[config.mk]
export PLATFORM = sky130hd
export DESIGN_NAME = mem_arbiter
export DESIGN_NICKNAME = d
export VERILOG_FILES = /design/src/rtl/mem_arb_pkg.sv /design/src/rtl/mem_arbiter_rr_pick2.sv /design/src/rtl/mem_arbiter.sv
export SDC_FILE = /design/constraint.sdc
export NUM_CORES = 1
export LEC_CHECK = 0
export CAP_MARGIN = 20
export CORE_ASPECT_RATIO = 1.2
export CORE_MARGIN = 2
export CORE_UTILIZATION = 42
export DETAILED_ROUTE_END_ITERATION = 8
export PLACE_DENSITY = 0.88
export SKIP_CTS_REPAIR_TIMING = 1
export SYNTH_ARGS = -nofsm -noshare
export SYNTH_HDL_FRONTEND = slang
export SYNTH_HIERARCHICAL = 1
export SYNTH_SLANG_ARGS = --single-unit
[constraint.sdc]
create_clock -name clk -period 4.4 [get_ports clk]
set_input_delay 0.44 -clock clk [delete_from_list [all_inputs] [get_ports clk]]
set_output_delay 0.44 -clock clk [all_outputs]
set_load 0.1 [all_outputs]
[src/rtl/mem_arb_pkg.sv]
// Shared encodings for mem_arbiter: FSM states, memory_unit func codes and
// the reserved invalid func value.
package mem_arb_pkg;

   typedef enum logic [1:0] {
      IDLE     = 2'd0,
      ISSUE    = 2'd1,
      WAIT_RDY = 2'd2,
      DONE     = 2'd3
   } arb_state_e;

   // Func codes mirror the memory_unit command set.
   localparam logic [1:0] GET_CONTENTS = 2'b00;
   localparam logic [1:0] SET_CONTENTS = 2'b01;
   localparam logic [1:0] GET_FREE     = 2'b10;
   localparam logic [1:0] INVALID_FUNC = 2'b11;

   function automatic logic [15:0] sat_inc16(input logic [15:0] v);
      return (v == 16'hFFFF) ? v : v + 16'd1;
   endfunction

endpackage

[src/rtl/mem_arbiter_rr_pick2.sv]
// Combinational two-way round-robin select: a lone requester wins, and on
// contention the client that was not granted last wins.
module rr_pick2 (
   input  logic req0_i,
   input  logic req1_i,
   input  logic last_grant_i,
   output logic valid_o,
   output logic grant_o
);

   always_comb begin
      valid_o = req0_i | req1_i;
      if (req0_i && req1_i) begin
         grant_o = ~last_grant_i;
      end else begin
         grant_o = req1_i;
      end
   end

endmodule

[src/rtl/mem_arbiter.sv]
// Two-client round-robin front end for the memory_unit command port.
// Optional grant counters are built when MEM_ARB_STATS_EN is defined.
module mem_arbiter
   import mem_arb_pkg::*;
#(
   parameter int ADDR_W = 10,
   parameter int DATA_W = 28
) (
   input  logic              clk,
   input  logic              rst,
`ifdef MEM_ARB_STATS_EN
   output logic [15:0]       c0_grants,
   output logic [15:0]       c1_grants,
`endif
   input  logic              c0_req,
   input  logic [1:0]        c0_func,
   input  logic [ADDR_W-1:0] c0_addr,
   input  logic [DATA_W-1:0] c0_wdata,
   output logic              c0_ack,
   input  logic              c1_req,
   input  logic [1:0]        c1_func,
   input  logic [ADDR_W-1:0] c1_addr,
   input  logic [DATA_W-1:0] c1_wdata,
   output logic              c1_ack,
   output logic [DATA_W-1:0] rsp_data,
   output logic [ADDR_W-1:0] rsp_addr,
   output logic              rsp_err,
   output logic [1:0]        mem_func,
   output logic              mem_execute,
   output logic [ADDR_W-1:0] mem_addr_in,
   output logic [DATA_W-1:0] mem_data_in,
   input  logic [ADDR_W-1:0] mem_addr_out,
   input  logic [DATA_W-1:0] mem_data_out,
   input  logic              mem_is_ready
);

   arb_state_e        state_q;
   logic              last_grant_q;
   logic              gnt_q;
   logic              c0_ack_q, c1_ack_q, rsp_err_q, mem_execute_q;
   logic [1:0]        mem_func_q;
   logic [ADDR_W-1:0] mem_addr_q, rsp_addr_q;
   logic [DATA_W-1:0] mem_data_q, rsp_data_q;

   logic              pick_valid, pick_gnt;
   logic [1:0]        sel_func;
   logic [ADDR_W-1:0] sel_addr;
   logic [DATA_W-1:0] sel_wdata;

   rr_pick2 u_pick (
      .req0_i       (c0_req),
      .req1_i       (c1_req),
      .last_grant_i (last_grant_q),
      .valid_o      (pick_valid),
      .grant_o      (pick_gnt)
   );

   assign sel_func  = pick_gnt ? c1_func  : c0_func;
   assign sel_addr  = pick_gnt ? c1_addr  : c0_addr;
   assign sel_wdata = pick_gnt ? c1_wdata : c0_wdata;

   always_ff @(posedge clk or negedge rst) begin
      if (!rst) begin
         state_q       <= IDLE;
         last_grant_q  <= 1'b1;
         gnt_q         <= 1'b0;
         c0_ack_q      <= 1'b0;
         c1_ack_q      <= 1'b0;
         rsp_err_q     <= 1'b0;
         mem_execute_q <= 1'b0;
         mem_func_q    <= '0;
         mem_addr_q    <= '0;
         mem_data_q    <= '0;
         rsp_addr_q    <= '0;
         rsp_data_q    <= '0;
      end else begin
         case (state_q)
            IDLE: begin
               // Requests are held off while memory_unit is still initialising.
               if (pick_valid && mem_is_ready) begin
                  gnt_q        <= pick_gnt;
                  last_grant_q <= pick_gnt;
                  mem_func_q   <= sel_func;
                  mem_addr_q   <= sel_addr;
                  mem_data_q   <= sel_wdata;
                  if (sel_func == INVALID_FUNC) begin
                     rsp_err_q <= 1'b1;
                     c0_ack_q  <= ~pick_gnt;
                     c1_ack_q  <= pick_gnt;
                     state_q   <= DONE;
                  end else begin
                     mem_execute_q <= 1'b1;
                     state_q       <= ISSUE;
                  end
               end
            end
            ISSUE: begin
               mem_execute_q <= 1'b0;
               state_q       <= WAIT_RDY;
            end
            WAIT_RDY: begin
               if (mem_is_ready) begin
                  rsp_data_q <= mem_data_out;
                  rsp_addr_q <= mem_addr_out;
                  rsp_err_q  <= 1'b0;
                  c0_ack_q   <= ~gnt_q;
                  c1_ack_q   <= gnt_q;
                  state_q    <= DONE;
               end
            end
            DONE: begin
               c0_ack_q  <= 1'b0;
               c1_ack_q  <= 1'b0;
               rsp_err_q <= 1'b0;
               state_q   <= IDLE;
            end
            default: state_q <= IDLE;
         endcase
      end
   end

   assign c0_ack      = c0_ack_q;
   assign c1_ack      = c1_ack_q;
   assign rsp_err     = rsp_err_q;
   assign rsp_data    = rsp_data_q;
   assign rsp_addr    = rsp_addr_q;
   assign mem_func    = mem_func_q;
   assign mem_execute = mem_execute_q;
   assign mem_addr_in = mem_addr_q;
   assign mem_data_in = mem_data_q;

`ifdef MEM_ARB_STATS_EN
   logic        grant_fire;
   logic [15:0] c0_grants_q, c0_grants_d;
   logic [15:0] c1_grants_q, c1_grants_d;

   // Invalid-func selections count as grants too.
   assign grant_fire = (state_q == IDLE) && pick_valid && mem_is_ready;

   always_comb begin
      c0_grants_d = c0_grants_q;
      c1_grants_d = c1_grants_q;
      if (grant_fire) begin
         if (pick_gnt) begin
            c1_grants_d = sat_inc16(c1_grants_q);
         end else begin
            c0_grants_d = sat_inc16(c0_grants_q);
         end
      end
   end

   always_ff @(posedge clk or negedge rst) begin
      if (!rst) begin
         c0_grants_q <= '0;
         c1_grants_q <= '0;
      end else begin
         c0_grants_q <= c0_grants_d;
         c1_grants_q <= c1_grants_d;
      end
   end

   assign c0_grants = c0_grants_q;
   assign c1_grants = c1_grants_q;
`endif

endmodule
# == Yosys cells after proc, flatten, opt, wreduce, memory -nomap -nowiden ==
# Index checks and enable logic that the tools add are counted.
# classes
n_eq_ne,8
mux,23
bitwise,4
reduce_logical,10
# op_table
cell,n
two-way mux 28 bit,1
two-way mux 1 bit,12
two-way mux 10 bit,1
one-hot mux 1 bit (3 select lines),3
two-way mux 2 bit,4
"inequality test 2 bit, second input constant",4
one-hot mux 2 bit (4 select lines),1
"equality test 2 bit, second input constant",3
AND reduction 2 bit,3
AND reduction 4 bit,1
inverter 1 bit,3
AND reduction 3 bit,1
nonzero test 3 bit,1
"equality test 2 x 1 -> 1 bit, second input constant",1
logical AND 1 bit,2
logical NOT 2 bit,1
one-hot mux 1 bit (2 select lines),1
nonzero test 2 bit,1
OR 1 bit,1
# word_totals
regBits,86
in_bits,123
output_inout_bits,82

# == Longest topological paths before layout ==
# Gate-level depths: netlist (run 1).
# logic_depth
depth_word,7
depth_mapped,7

# == By module ==
# The synthesis (run 1) kept the hierarchy.
# modules_own_cells
mod,instances,cells_each,area_per_inst_um2
mem_arbiter,1,303,3763.6
rr_pick2,1,2,13.8

# == Least setup slack after synthesis (run 1) ==
# OpenSTA, ideal clock, no wires.
# synth_timing
path_type,flip-flop to flip-flop
start,reg state_q[0]
end,reg c0_ack_q (netlist: c0_ack)
t_arrival_ns,1.494
t_required_ns,4.272
setup_slack_ns,2.778
stages_incl_launch_ff,7
path_buffers,0
cell_sequence,dfrtp_1 inv_1 ha_1 a21boi_2 nor2_4 o311ai_2 mux2_1
# synth_between
elab_chain_len,3
word_cells_on_any_way,9
cone_classes,eq/ne: 5; mux: 1; reduce/logical: 3
# synth_rtl
element,line,rtl
from (decl),mem_arbiter.sv:37,arb_state_e state_q;
from (signal assigned),mem_arbiter.sv:64,state_q <= IDLE;
from (signal assigned),mem_arbiter.sv:90,state_q <= DONE;
from (signal assigned),mem_arbiter.sv:93,state_q <= ISSUE;
equality test 2 bit / logical NOT 2 bit (equally long branches),mem_arbiter.sv:77,case (state_q)
inequality test 2 bit (no line) / nonzero test 3 bit (equally long branches),--,
AND reduction 4 bit (no line),--,
to (signal assigned),mem_arbiter.sv:88,c0_ack_q <= ~pick_gnt;
to (signal assigned),mem_arbiter.sv:106,c0_ack_q <= ~gnt_q;
to (decl),mem_arbiter.sv:40,"logic c0_ack_q, c1_ack_q, rsp_err_q, mem_execute_q;"
# Several ways; a longest one is shown, not always the timed one.
# A chain may end at the register's enable or synchronous reset.

# == Final worst setup path (run 1) ==
# layout_timing
start,in c1_req
end,reg c0_ack_q (netlist: c0_ack)
# layout_between
elab_chain_len,6
word_cells_on_any_way,13
cone_classes,eq/ne: 3; mux: 5; bitwise: 2; reduce/logical: 3
# layout_rtl
element,line,rtl
from (decl),mem_arbiter.sv:20,"input logic c1_req,"
logical AND 1 bit,mem_arbiter_rr_pick2.sv:13,if (req0_i && req1_i) begin
two-way mux 1 bit (*),mem_arbiter_rr_pick2.sv:13,
via pick_gnt,mem_arbiter.sv:45,"logic pick_valid, pick_gnt;"
two-way mux 2 bit / inverter 1 bit (equally long branches),"mem_arbiter.sv:58, mem_arbiter.sv:88",
equality test 2 bit / two-way mux 1 bit (equally long branches),mem_arbiter.sv:86,if (sel_func == INVALID_FUNC) begin
inequality test 2 bit (no line) / two-way mux 1 bit (equally long branches),--,
AND reduction 4 bit (no line) / one-hot mux 1 bit (3 select lines) (equally long branches),--,
# The timed path passes the listed nets; every way through them passes the cells marked *. The select of a mux whose other input is x is not followed.

==> impl_metrics.yaml, run 1 <==
floorplan:
  die_h_microns: 108
  die_w_microns: 90.6
  start_util: 0.436
  rows: 37
  ios: 205
  die_area_sq_mm: 0.00977
  core_sq_mm: 0.00866
clocking:
  htree_num_levels: 3
  cts_made_buffers: 9
  cts_root_buf: "clkbuf_8"
  clock_path_buffers: 2
  clock_latency_ps: 340
  clkTransAtPathRegs_ps: 90
  cts_tree: "built"
  cts.sinks: 86
finish:
  synthToLayoutAreaGrowth_pct: 63.8
  layout_common_cells: "clkdlybuf4s50_1 (203), dfrtp_1 (85), nand2_1 (44)"
  final_common_cell: "clkdlybuf4s50_1"
  nFillCells: 613
  fin_nets: 635
  drive_above_1_share: 0.108
  antennaDiodeCount: 0
grt:
  antenna_found_initial: 0
  grt_usage: 0.198
  grt-ovfl-total: 0
  grt_pass1_wl_microns: 15300
  grt_pass1_vias: 3191
  grt_max_degree: 87
synth:
  synthTopCellsByArea: "dfrtp_1 (56%), mux2i_1 (11%), mux2_2 (5.4%)"
  seq_area_frac_synth: 0.570
  synth_edf_count: 0
  avgSynthCellArea_sq_um: 12.4
  synth_cell_types: 32
  synth_ff_type: "dfrtp_1"
  async_reset_ff_frac: 1.00
  yosysTopAreaCell: "dfrtp_1"
  mappedNetlistNets: 434
  syn_area_sq_mm: 0.00378
  netlist.area_leader.share: 0.563
  ys_ff_latch: 86
  syn_inst: 305
  synth_warnings: 6
setup_path:
  required_ps: 4620
  path_cells: "clkdlybuf4s50_1, a21boi_4, nand3_1, o211ai_1, o311ai_2, mux2_1"
  crit_buf_inv: 1
  crit_slowest_cell: "a21boi_4"
  worstSetupPathDepth: 6
  worst-setup-path-type: "input port to flip-flop"
  cp-start-kind: "input port"
  worstPathArrival_ps: 2620
  critPathMaxStageDelay_ps: 740
  cpLargestDelayFamily: "compound AO/OA/AOI/OAI gates"
  worstRegToRegCells: 5
  cp-end-kind: "flip-flop"
  crit_fanout: 24
drt:
  vias: 3036
  viasPerCell: 4.84
  wl_met3_microns: 628
  drc: 0
  wl_per_cell_microns: 15.3
  final_antenna_net_count: 0
  wl_microns: 9570
  top_layer_used: "met4"
  drt_iter0_drc: 109
  dr.pass1.iters: 4
  met1_length_microns: 3790
  wl_met2_microns: 5010
timing:
  tns_ps: 0
  worst_clock_skew_ps: 17.4
  max_freq_mhz: 417
  rsz0062_at_grt: "false"
  setup_slack_ps: 2000
  finalHoldViolCount: 0
  relSlewSlack: 0.307
  drv_slew: 0
  fin_crit_sh: 0.545
  setup_violations: 0
  tightestPinTransition_ps: 1040
  post-route-min-period_ps: 2400
placement:
  place_ws_ps: 1550
  gp_congestion: 0.760
  numPortBuffers: 204
  hpwl_microns: 7360
run:
  cap_violations: 0
status:
  status: "finished, final reports clean"
min_path:
  hp-class: "input port to async pin"
==> cells by family after synthesis <==
group | synth area share
AOI/OAI and AO/OA | 0.0841
adders and majority gates | 0.0199
buffers and inverters | 0.0311
DFF | 0.570
muxes | 0.235
and+or+nand+nor | 0.0596
==> metrics by stage <==
step | instances | util | hold slack, ps | instance area [sq um]
after global placement | 610 | 0.681 | 464 | 5890
final | 627 | 0.715 | 58.8 | 6190
after detailed placement | 610 | 0.681 | 474 | 5890
after CTS | 625 | 0.709 | 313 | 6140
after floorplan | 305 | - | 144 | 3780
after global routing | 627 | 0.715 | 78.4 | 6190
==> synth_stat cells (2+ instances only) <==
cell	number
nor2_1	3
dfrtp_1	85
nand2_1	45
mux2_4	10
clkbuf_1	2
nand3_1	2
a21oi_1	3
o21ai_0	13
mux2_2	18
buf_2	13
ha_1	6
mux2_1	12
buf_6	2
mux2i_1	40
inv_1	4
o21ai_1	31
==> registers in the layout, summed over array words and instances (netlist names) <==
register	cells
c0_ack	1
c1_ack	1
gnt_q	1
last_grant_q	1
mem_addr_in	10
mem_data_in	28
mem_execute	1
mem_func	2
rsp_addr	10
rsp_data	28
rsp_err	1
state_q	2
==> worst paths after layout <==
| path | startpoint | to | slack (ps) |
|---|---|---|---|
| setup / recovery | c1_req | c0_ack | 2000 |
| hold / removal | rst | rsp_data[7] | 60 |
| setup reg to reg | last_grant_q | c0_ack | 2250 |
| hold reg to reg | mem_data_in[19] | mem_data_in[19] | 490 |
| max in group asynchronous | rst | last_grant_q | 3670 |
| min in group clk | mem_data_in[19] | mem_data_in[19] | 490 |
==> layout make-up <==
class,count,area [sq um],area share
clock inverter,5,108,0.0174
sequential,86,2150,0.348
clock buffer,10,138,0.0222
tap,117,146,0.0237
timing repair buffer,208,2100,0.340
multi-input combinational,197,1530,0.247
inverter,4,15.0,0.00243
==> layer usage <==
| metal | up-vias | track usage |
|---|---|---|
| li1 | 1465 | - |
| met1 | 1435 | 0.228 |
| met2 | 126 | 0.356 |
| met3 | 10 | 0.0560 |
| met4 | 0 | 0.0604 |
| met5 | - | 0 |
Power of run 1 is not shown: default switching activity piles up to over one toggle a cycle in this logic, so the estimate is an artifact.
==> inputs of run 2 (changes only) <==
- CORE_UTILIZATION: 42 -> 35
- PLACE_DENSITY: 0.88 -> 0.78
- clock period: 4.4 -> 2.1 ns (I/O delays scaled with it)
==> run 2 against run 1 <==
  * Non-clock buffer count rose by 3
  * Register-to-register slack worse by 2000 ps
  * Count of clock-buffer cells in the layout is 1 lower
  * Sequential share of layout area grew 0.66 points
  * Critical path depth unchanged
  * First-iteration DRC count is 40% lower
  * Clock skew is 12 ps lower
  * Worst setup slack got worse by 1700 ps
  * Via count rose by 0.33%
  * Global-route usage decreased by 3.0 points
  * Core utilization is 14 points lower
  * Critical path type is now flip-flop to flip-flop
==> impl_metrics.yaml, run 2 (synthesized netlist as in run 1, its figures left out) <==
grt:
  grt_pass1_vias: 3206
  grt_max_degree: 51
  grt_usage: 0.168
  grt_pass1_wl_microns: 15700
  antenna_found_initial: 0
  grt-ovfl-total: 0
drt:
  dr.pass1.iters: 4
  drt_iter0_drc: 65
  wl_per_cell_microns: 14.7
  wl_microns: 9430
  drc: 0
  final_antenna_net_count: 0
  viasPerCell: 4.74
  vias: 3046
finish:
  fin_nets: 638
  layout_common_cells: "clkdlybuf4s50_1 (121), buf_4 (86), dfrtp_1 (85)"
  synthToLayoutAreaGrowth_pct: 60.7
  antennaDiodeCount: 0
  final_common_cell: "clkdlybuf4s50_1"
  drive_above_1_share: 0.272
timing:
  drv_slew: 0
  fin_crit_sh: 0.858
  relSlewSlack: 0.624
  post-route-min-period_ps: 1800
  tns_ps: 0
  max_freq_mhz: 555
  setup_violations: 0
  rsz0062_at_grt: "false"
  setup_slack_ps: 297
  worst_clock_skew_ps: 5.48
  tightestPinTransition_ps: 564
  finalHoldViolCount: 0
setup_path:
  worstRegToRegCells: 6
  crit_fanout: 6
  worst-setup-path-type: "flip-flop to flip-flop"
  reg2reg_to: "c1_ack"
  cp-end-kind: "flip-flop"
  worstPathArrival_ps: 2010
  timing.rr.start: "state_q[0]"
  critPathCapture: "c1_ack"
  required_ps: 2310
  cp-start-kind: "flip-flop"
  rrSetupSlack_ps: 300
  setup.worst_path.start: "state_q[0]"
floorplan:
  die_area_sq_mm: 0.0116
  die_w_microns: 98.8
  die_h_microns: 118
  core_sq_mm: 0.0105
  ios: 205
  rows: 41
  start_util: 0.359
clocking:
  cts_made_buffers: 9
  cts_tree: "built"
  clock_path_buffers: 2
  cts.sinks: 86
  clock_latency_ps: 330
  clkTransAtPathRegs_ps: 60
  htree_num_levels: 3
  cts_root_buf: "clkbuf_16"
placement:
  hpwl_microns: 7490
  place_ws_ps: 235
  gp_congestion: 0.757
  numPortBuffers: 204
status:
  status: "finished, final reports clean"
min_path:
  hp-class: "input port to async pin"
run:
  cap_violations: 0
==> run 2: cell types whose count changed in the layout (fill, tap and decap cells not counted) <==
cell | before | now
buf_12 | 1 | 3
buf_16 | 1 | 0
buf_4 | 3 | 86
bufinv_16 | 3 | 1
clkbuf_16 | 0 | 9
clkbuf_8 | 10 | 0
clkdlybuf4s50_1 | 203 | 121
clkinv_2 | 0 | 4
clkinv_4 | 2 | 0
clkinvlp_4 | 0 | 2
dlygate4sd3_1 | 0 | 1
==> run 2: metrics by stage <==
stage | hold WS, ps | std cells | cell area, sq um | utilization
after floorplan | -85.6 | 305 | 3780 | -
after global placement | 239 | 626 | 5770 | 0.549
after detailed placement | 246 | 626 | 5770 | 0.549
after CTS | -113 | 642 | 6060 | 0.576
after global routing | 468 | 643 | 6070 | 0.577
final | 428 | 643 | 6070 | 0.577
==> run 2: worst min path at each step <==
stage | startpoint | to | cells past startpoint
after floorplan | rst | c0_ack | 0
after global placement | rst | rsp_data[20] | 1
after CTS | rst | rsp_data[19] | 1
after detailed placement | rst | rsp_data[19] | 1
final | rst | rsp_data[1] | 2
after global routing | rst | rsp_data[6] | 2
==> run 2: layout make-up <==
class                   count  area [sq um]
flip-flops and latches     86          2150
clock inverters             7          65.1
repair buffers            211          1930
multi-input cells         197          1530
inverters                   4          15.0
fillers                   884          4440
clock buffers               9           225
well taps                 129           161
==> run 2: routing by layer <==
| metal | part of all wire | up-vias | global-route usage |
|---|---|---|---|
| li1 | - | 1465 | - |
| met1 | 0.38 | 1443 | 0.190 |
| met2 | 0.52 | 125 | 0.299 |
| met3 | 0.077 | 13 | 0.0445 |
| met4 | 0.018 | 0 | 0.0642 |
| met5 | 0 | - | 0 |
==> run 2: critical path: stages (launching register included) <==
cell,delay (ps)
dfrtp_1,420
inv_1,150
ha_1,300
a21boi_2,290
nor2_4,70
o311ai_2,110
mux2_1,350
Power of run 2 is left out for the same reason.
